[src/rtl/pipe_adder_pkg.sv]
// pipe_adder_pkg: shared configuration helpers for the pipelined adder/subtractor.
// Provides the default operand width/stage count, the per-stage chunk width, and a
// legality check that the operand width divides evenly into the stages.
package pipe_adder_pkg;
    localparam int DEFAULT_WIDTH  = 16;
    localparam int DEFAULT_STAGES = 4;

    function automatic int chunk_w(input int width, input int stages);
        return width / stages;
    endfunction

    function automatic bit width_ok(input int width, input int stages);
        return stages > 0 && width % stages == 0;
    endfunction
endpackage

[src/rtl/adder_chunk.sv]
// adder_chunk: combinational N-bit ripple-carry adder made of full-adder cells.
// Ports: a, b (N-bit addends), cin (carry in), sum (N-bit result),
//        cout (carry out of the top bit), c_msb_in (carry into the top bit).
module adder_chunk #(
    parameter int N = 4
) (
    input  logic [N-1:0] a,
    input  logic [N-1:0] b,
    input  logic         cin,
    output logic [N-1:0] sum,
    output logic         cout,
    output logic         c_msb_in
);
    logic c;

    always_comb begin
        c        = cin;
        c_msb_in = cin;
        sum      = '0;
        for (int i = 0; i < N; i++) begin
            if (i == N - 1)
                c_msb_in = c;
            sum[i] = a[i] ^ b[i] ^ c;
            c      = (a[i] & b[i]) | (c & (a[i] ^ b[i]));
        end
        cout = c;
    end
endmodule

[src/rtl/pipe_adder.sv]
// pipe_adder: pipelined WIDTH-bit adder/subtractor, one CHUNK-bit slice per stage,
// LSB chunk first, with a registered carry between stages and valid/ready on both ends.
// Ports: clk, rst (async, active-high); in_valid/in_ready, a, b, cin, sub (input beat);
//        out_valid/out_ready, sum, cout (result beat).
// Optional: define PIPE_ADDER_OVF_EN to add output ovf (signed overflow of the result).
module pipe_adder
    import pipe_adder_pkg::*;
#(
    parameter int WIDTH  = DEFAULT_WIDTH,
    parameter int STAGES = DEFAULT_STAGES
) (
    input  logic             clk,
    input  logic             rst,
    input  logic             in_valid,
    output logic             in_ready,
    input  logic [WIDTH-1:0] a,
    input  logic [WIDTH-1:0] b,
    input  logic             cin,
    input  logic             sub,
    output logic             out_valid,
    input  logic             out_ready,
    output logic [WIDTH-1:0] sum,
    output logic             cout
`ifdef PIPE_ADDER_OVF_EN
    ,
    output logic             ovf
`endif
);
    localparam int CHUNK = chunk_w(WIDTH, STAGES);

    if (!width_ok(WIDTH, STAGES)) begin : g_bad_cfg
        $error("pipe_adder: WIDTH must be a multiple of STAGES");
    end

    // w_in[k]: word entering stage k; low k chunks are finished sum, the rest is operand a.
    logic [WIDTH-1:0] w_in [STAGES+1];
    logic             c_in [STAGES+1];
    logic [STAGES:0]  vin;
    logic [STAGES:0]  ld;

    assign w_in[0] = a;
    assign c_in[0] = sub | cin;
    assign vin[0]  = in_valid;

    // A stage may load when it is empty or its content moves on this cycle.
    always_comb begin
        ld[STAGES] = out_ready;
        for (int k = STAGES - 1; k >= 0; k--)
            ld[k] = !vin[k+1] | ld[k+1];
    end

    assign in_ready  = ld[0];
    assign out_valid = vin[STAGES];
    assign sum       = w_in[STAGES];
    assign cout      = c_in[STAGES];

    for (genvar k = 0; k < STAGES; k++) begin : g_st
        // Only the not-yet-consumed chunks of effective b travel with the stage.
        logic [WIDTH-k*CHUNK-1:0] b_here;
        logic [CHUNK-1:0]         s_c;
        logic                     co;
        logic                     c_msb;
        logic                     unused_msb;
        logic [WIDTH-1:0]         w_nxt;
        logic [WIDTH-1:0]         w_q;
        logic                     v_q;
        logic                     c_q;

        if (k == 0) begin : g_first
            assign b_here = b ^ {WIDTH{sub}};
        end else begin : g_rest
            assign b_here = g_st[k-1].g_fwd.b_q;
        end

        assign unused_msb = c_msb;

        adder_chunk #(.N(CHUNK)) u_chunk (
            .a        (w_in[k][k*CHUNK +: CHUNK]),
            .b        (b_here[CHUNK-1:0]),
            .cin      (c_in[k]),
            .sum      (s_c),
            .cout     (co),
            .c_msb_in (c_msb)
        );

        always_comb begin
            w_nxt                    = w_in[k];
            w_nxt[k*CHUNK +: CHUNK]  = s_c;
        end

        always_ff @(posedge clk or posedge rst)
            if (rst) begin
                v_q <= 1'b0;
                w_q <= '0;
                c_q <= 1'b0;
            end else if (ld[k]) begin
                v_q <= vin[k];
                w_q <= w_nxt;
                c_q <= co;
            end

        assign vin[k+1]  = v_q;
        assign w_in[k+1] = w_q;
        assign c_in[k+1] = c_q;

        if (k < STAGES - 1) begin : g_fwd
            logic [WIDTH-(k+1)*CHUNK-1:0] b_q;
            always_ff @(posedge clk or posedge rst)
                if (rst)
                    b_q <= '0;
                else if (ld[k])
                    b_q <= b_here[WIDTH-k*CHUNK-1:CHUNK];
        end

`ifdef PIPE_ADDER_OVF_EN
        // Signed overflow: carry into the MSB differs from carry out of it.
        if (k == STAGES - 1) begin : g_ovf
            always_ff @(posedge clk or posedge rst)
                if (rst)
                    ovf <= 1'b0;
                else if (ld[k])
                    ovf <= c_msb ^ co;
        end
`endif
    end
endmodule

[config.mk]
export PLATFORM = sky130hd
export DESIGN_NAME = pipe_adder
export DESIGN_NICKNAME = d
export VERILOG_FILES = /design/src/rtl/pipe_adder_pkg.sv /design/src/rtl/adder_chunk.sv /design/src/rtl/pipe_adder.sv
export SDC_FILE = /design/constraint.sdc
export NUM_CORES = 1
export LEC_CHECK = 0
export CORE_UTILIZATION = 58
export CTS_CLUSTER_SIZE = 20
export DETAILED_ROUTE_END_ITERATION = 8
export GPL_ROUTABILITY_DRIVEN = 0
export PLACE_DENSITY = 0.84
export SLEW_MARGIN = 5
export SYNTH_ARGS = -nofsm -noshare
export SYNTH_HDL_FRONTEND = slang
export SYNTH_SLANG_ARGS = --single-unit
[constraint.sdc]
create_clock -name clk -period 7.54 [get_ports clk]
set_input_delay 1.885 -clock clk [delete_from_list [all_inputs] [get_ports clk]]
set_output_delay 1.885 -clock clk [all_outputs]
set_load 0.05 [all_outputs]
==> impl_results.md, run 1 <==
- First-pass GRT wire length: roughly 12000 um
- Per-cell routed wire length: 14.0 um
- Slew headroom: 0.208
- MaxCap Viol Count: 0
- Clk sinks: 96
- Vias in the first global route: roughly 2600
- HPWL after DPL: 4860 um
- Number of distinct library cells after synthesis: 23
- Ys async rst share: 1.00
- Register area share after synthesis: 0.584
- Crit path launch type: input port
- Clk pin slew, worst setup/hold paths: approximately 0.090 ns
- Non-Filler Instances: about 500
- Fin Setup TNS: 0 ns
- Reg power frac: 0.457
- Final hold violation count: 0
- Max VDD drop: 126 uV
- Final min period: 6.08 ns
- Yosys top cell area share: 0.584
- Status: finished, final reports clean
- Mapped Avg Cell Area: approximately 12 um2
- Final worst path period share: 0.807
- Die Ht: approximately 86 um
- Critical path class: input port to primary output
- Max Fclk: 0.164 GHz
- DR vias/cell: between 5 and 6
- Layout net count: 449
- ANT cells: 0
- Pin count of the biggest net entering global routing: 51
- Clock Latency Late Sink: 0.36 ns
- Pins Over Slew Limit: 0
- TritonCTS buffer count: 9
- Post-CTS sizing: 0
- Dpl ws: about 1.5 ns
- Synth area leader: dfrtp_1
- Combinational Power Share: 0.336
- CP Data Arrival Time: ~4.2 ns
- Min setup slack post-route: 1.46 ns
- Post-Syn Area: between 0.004 and 0.005 mm2
- Worst-path fanout max: 31
- Count leader, synth: dfrtp_1
- Worst-Margin Slew: approximately 1.2 ns
- First DRT Iteration DRCs: between 100 and 150
- Io pins: between 50 and 60
- CTS Hold Buffers Added: 0
- H-tree depth: 3
- Antenna Nets Post-Route: 0
- Detailed-route wire length: 6960 um
- Cell Rows: 30
- Power per cell area: 331 mW/mm2
- Initial DRT Pass Iterations: 4
- Core box area: ~0.0068 mm2
- Synth warn: 0
- Gr usage total: 0.220
- Share of cells above drive strength 1: 0.163
- Vias: ~2500
- Initial Util: 0.603
- Clk buf depth: 2
- Area delta synth->final: 20.3%
- Placed Cells: 480
- Clock share of power: 0.206
- CTS tree: yes
- Number of setup buffers added after CTS: 0
- Seq cells post-synth: 96
- Synth cell count leaders: dfrtp_1 (96), nand2_1 (62), mux2_2 (37)
- Area contributors post-synth: dfrtp_1 (58%), mux2_2 (10%), fa_1 (7.8%), nand2_1 (5.7%), xnor2_1 (3.0%)
- Clock Tree Root: clkbuf_8
- Syn_nets: just under 400
- Syn Inst Count: 341
- EDFF count, synth: 0
- Initial antenna violation count: 0
- Sw frac: 0.359
- RSZ-0062 raised after global routing: no
- Die width: 86.2 um
- Count of final setup violators: 0
- I/O Buffers: 56
- Internal power: about 1.1 mW
- Final hold slack: 0.472 ns
- Ys flop type: dfrtp_1
- Required @ worst endpoint: roughly 5.7 ns
- Post-Place Cell Area: roughly 0.0047 mm2
- Leakage: 2.23 nW
- Worst Setup End Kind: primary output
- Die Area: between 0.007 and 0.008 mm2
- Final instance area: around 0.0050 mm2
- Net Switching: 0.588 mW
- Min-delay worst type: flop to flop
- DR DRC count: 0
- GRT overflow: 0
- Clock Skews: 0.0130 ns
[power groups by stage]
stage | combinational (mW) | clock (mW) | sequential [mW]
finish | 0.552 | 0.338 | 0.750
global route | 0.604 | 0.363 | 0.769
CTS | 0.556 | 0.344 | 0.751
detailed placement | 0.553 | 0 | 0.760
global placement | 0.535 | 0 | 0.751
floorplan | 0.228 | 0 | 0.896
[final timing paths]
path,from,endpoint,slack (ns),cells past startpoint
max,out_ready,in_ready,1.46,6
min,g_st[1].g_fwd.b_q[6],g_st[1].g_fwd.b_q[6],0.47,2
max reg2reg,g_st[2].w_q[12],sum[15],5.33,8
min reg2reg,g_st[1].g_fwd.b_q[6],g_st[1].g_fwd.b_q[6],0.47,2
max in group asynchronous,rst,g_st[1].w_q[7],4.56,3
min in group asynchronous,rst,sum[12],1.95,2
[registers in the layout, summed over array words and instances, names as in the netlist]
name	flops
g_st.w_q	48
g_st.v_q	3
cout	1
sum	16
out_valid	1
g_st.g_fwd.b_q	24
g_st.c_q	3
[metrics by stage]
| stage | util | power, mW |
|---|---|---|
| after floorplan | - | 1.12 |
| after global placement | 0.695 | 1.29 |
| after detailed placement | 0.695 | 1.31 |
| after CTS | 0.725 | 1.65 |
| after global routing | 0.725 | 1.74 |
| final | 0.725 | 1.64 |
[final cells by class]
| class | instances | area (um2) |
|---|---|---|
| Tap cell | 96 | 120 |
| Sequential cell | 96 | 2400 |
| Multi-Input combinational cell | 201 | 1530 |
| Inverter | 28 | 110 |
| Timing Repair Buffer | 59 | 583 |
| Fill cell | 466 | 1880 |
| Clock buffer | 9 | 124 |
| Clock inverter | 7 | 80.1 |
[worst max-delay path, cell delays in order]
cell	delay, ns
clkdlybuf4s50_1	0.51
and4b_1	0.20
buf_4	0.23
and2_4	0.25
inv_4	0.24
clkdlybuf4s50_1	0.86
[cell usage in the layout, fill, tap and decap left out]
master / instances
and4b_1: 1
xnor2_1: 14
fa_1: 16
nand3_1: 12
nand2b_1: 5
buf_4: 3
inv_1: 26
xor2_1: 2
o21ai_0: 20
clkbuf_8: 9
a21oi_1: 11
nand4b_1: 1
dfrtp_1: 96
nand2_1: 62
bufinv_16: 1
mux2_2: 37
inv_6: 2
nand3b_1: 1
inv_4: 2
mux2_4: 6
nor2_1: 10
and2_4: 1
nor3b_1: 2
clkinvlp_4: 2
clkdlybuf4s50_1: 56
clkinv_4: 2
[cell families after synthesis]
group | after synthesis | synth area share
AND/OR/NAND/NOR | 95 | 0.100
adder cells (fa/ha/maj) | 16 | 0.0778
AO/OA/AOI/OAI | 31 | 0.0377
buffers and inverters | 44 | 0.0438
XOR/XNOR | 16 | 0.0340
multiplexers | 43 | 0.123
flip-flops | 96 | 0.584
[metal layers]
metal  vias up  global-route usage  routed length, um
li1       1213                   -                  -
met1      1259               0.318               3270
met2        60               0.345               3380
met3        11              0.0257                191
met4         0              0.0970                122
met5         -                   0                  0
No activity file was read; power rests on OpenSTA's default activity.
==> run 2: changes to the inputs <==
--- a/config.mk
+++ b/config.mk
@@ -5,11 +5,11 @@
 export SDC_FILE = /design/constraint.sdc
 export NUM_CORES = 1
 export LEC_CHECK = 0
-export CORE_UTILIZATION = 58
+export CORE_UTILIZATION = 54
 export CTS_CLUSTER_SIZE = 20
 export DETAILED_ROUTE_END_ITERATION = 8
 export GPL_ROUTABILITY_DRIVEN = 0
-export PLACE_DENSITY = 0.84
+export PLACE_DENSITY = 0.79
 export SLEW_MARGIN = 5
 export SYNTH_ARGS = -nofsm -noshare
 export SYNTH_HDL_FRONTEND = slang
==> constraint.sdc (replaced) <==
create_clock -name clk -period 5.6 [get_ports clk]
set_input_delay 1.4 -clock clk [delete_from_list [all_inputs] [get_ports clk]]
set_output_delay 1.4 -clock clk [all_outputs]
set_load 0.05 [all_outputs]
==> impl_results.md, run 2 (synthesized netlist as in run 1, its figures left out) <==
- Power per cell area: 456 mW/mm2 (+38%)
- Hold_sp: g_st[1].g_fwd.b_q[6]
- Die Area: 0.00798 mm2 (+7.2%)
- Pins Over Slew Limit: 0 (unchanged)
- Final core occ: 0.687 (-0.0381)
- Most frequent cells in the layout: dfrtp_1 (96), nand2_1 (62), clkdlybuf4s50_1 (56), mux2_2 (37), inv_1 (26)
- R2R Setup Slk: 3.40 ns (-1.93 ns)
- CTS tree: yes
- Required @ worst endpoint: 4.20 ns (-1.46 ns)
- Vias: 2553 (+0.39%)
- Initial Util: 0.565 (-0.0380)
- CTS Hold Buffers Added: 0 (unchanged)
- Gr usage total: 0.210 (-0.0107)
- DR vias/cell: 5.10 (-0.61%)
- Initial DRT Pass Iterations: 4 (unchanged)
- Min-delay worst type: flop to flop
- Slew headroom: 0.388 (+0.179)
- Number of setup buffers added after CTS: 0 (unchanged)
- WL met2: 3490 um (+3.2%)
- Uppermost layer routed: met4
- Max VDD drop: 176 uV (+39%)
- Biggest register: g_st.w_q
- Clock Latency Late Sink: 0.36 ns (about the same)
- Vias in the first global route: 2597 (-1.7%)
- RSZ-0062 raised after global routing: no
- Worst r2r src: g_st[1].w_q[8]
- Critical path class: input port to primary output
- Core box area: 0.00729 mm2 (+6.7%)
- Largest register FFs: 48 (unchanged)
- Layout net count: 451 (+0.45%)
- Final min period: between 4 and 5 ns
- Most common cell after layout, fill and taps aside: dfrtp_1
- I/O Buffers: 56 (unchanged)
- H-tree depth: 3 (unchanged)
- Max Fclk: 0.205 GHz
- Per-cell routed wire length: 14.3 um (+1.7%)
- Final hold violation count: 0 (unchanged)
- Count of final setup violators: 0 (unchanged)
- First DRT Iteration DRCs: 177 (+49%)
- Io pins: 57 (unchanged)
- Final worst path period share: 0.872
- Pin count of the biggest net entering global routing: 57 (+12%)
- TritonCTS buffer count: 9 (unchanged)
- Die Ht: 89.3 um (+3.6%)
- Status: finished, final reports clean
- Non-Filler Instances: 501 (+1.0%)
- DRT met1 WL: 3260 um (-0.28%)
- DR DRC count: 0 (unchanged)
- Worst Setup End Kind: primary output
- Clk buf depth: 2 (unchanged)
- Clk sinks: 96 (unchanged)
- DR WL met3: 250 um (+31%)
- First-pass GRT wire length: 12200 um (-1.8%)
- Detailed-route wire length: 7150 um (+2.7%)
- MaxCap Viol Count: 0 (unchanged)
- Area delta synth->final: 21.7%
- Crit path launch type: input port
- Leakage: 2.26 nW (+1.3%)
- Initial antenna violation count: 0 (unchanged)
- Antenna Nets Post-Route: 0 (unchanged)
- Worst-path fanout max: 19 (-39%)
- Share of cells above drive strength 1: 0.167 (+0.00417)
- GRT overflow: 0 (unchanged)
- Die width: 89.3 um (+3.6%)
- Worst-Margin Slew: 0.918 ns (-0.265 ns)
- CP Data Arrival Time: 3.48 ns (-0.72 ns)
- ANT cells: 0 (unchanged)
- Clock Skews: 0.00840 ns (-0.00459 ns)
- Post-CTS sizing: 0 (unchanged)
- HPWL after DPL: 4860 um (about the same)
- Fin Setup TNS: 0 ns (unchanged)
- Clock Tree Root: clkbuf_8
- Critical path origin: out_ready
- Clk pin slew, worst setup/hold paths: 0.09 ns (about the same)
- Cell Rows: 31 (+3.3%)
- Placed Cells: 485 (+1.0%)
-- run 2: changes by cell type in the layout (fill, tap and decap cells not counted), sizes merged --
cell and delta:
buf +2, inv -2, bufinv +2
-- run 2: stage by stage --
stage               hold slack (ns)  worst slack [ns]  total power, mW  instance area (um2)
floorplan                     0.433              1.69             1.51                 4120
global placement              0.445             0.741             1.74                 4770
detailed placement            0.451             0.735             1.77                 4770
CTS                           0.471             0.725             2.30                 5010
global route                  0.499             0.664             2.42                 5010
finish                        0.470             0.718             2.28                 5010
-- run 2: cell type report --
type | count | area [um2]
flip-flops and latches | 96 | 2400
clock inverters | 7 | 119
well taps | 99 | 124
fillers | 532 | 2280
clock buffers | 9 | 124
repair buffers | 61 | 598
multi-input cells | 201 | 1530
inverters | 28 | 109
-- run 2: final timing paths --
| path | cells after the start | endpoint |
|---|---|---|
| max | 5 | in_ready |
| min | 2 | g_st[1].g_fwd.b_q[6] |
| max reg2reg | 8 | g_st[2].w_q[11] |
| min reg2reg | 2 | g_st[1].g_fwd.b_q[6] |
| max in group asynchronous | 3 | sum[13] |
| min in group asynchronous | 2 | sum[11] |
-- run 2: power breakdown --
part	total, mW	switching, mW	leakage (nW)	internal (mW)
Sequential	1.01	0.114	1.12	0.894
Clock	0.531	0.234	0.116	0.297
Combinational	0.745	0.432	1.02	0.313
Total	2.28	0.780	2.26	1.50
-- run 2: worst max-delay path: stages --
cell	delay [ns]
clkdlybuf4s50_1	0.51
and4b_1	0.24
and2_4	0.22
inv_4	0.25
clkdlybuf4s50_1	0.86
-- run 2: metal layers --
| metal | vias up | global-route usage |
|---|---|---|
| met4 | 0 | 0.0952 |
| li1 | 1202 | - |
| met3 | 9 | 0.0286 |
| met5 | - | 0 |
| met1 | 1280 | 0.284 |
| met2 | 62 | 0.342 |
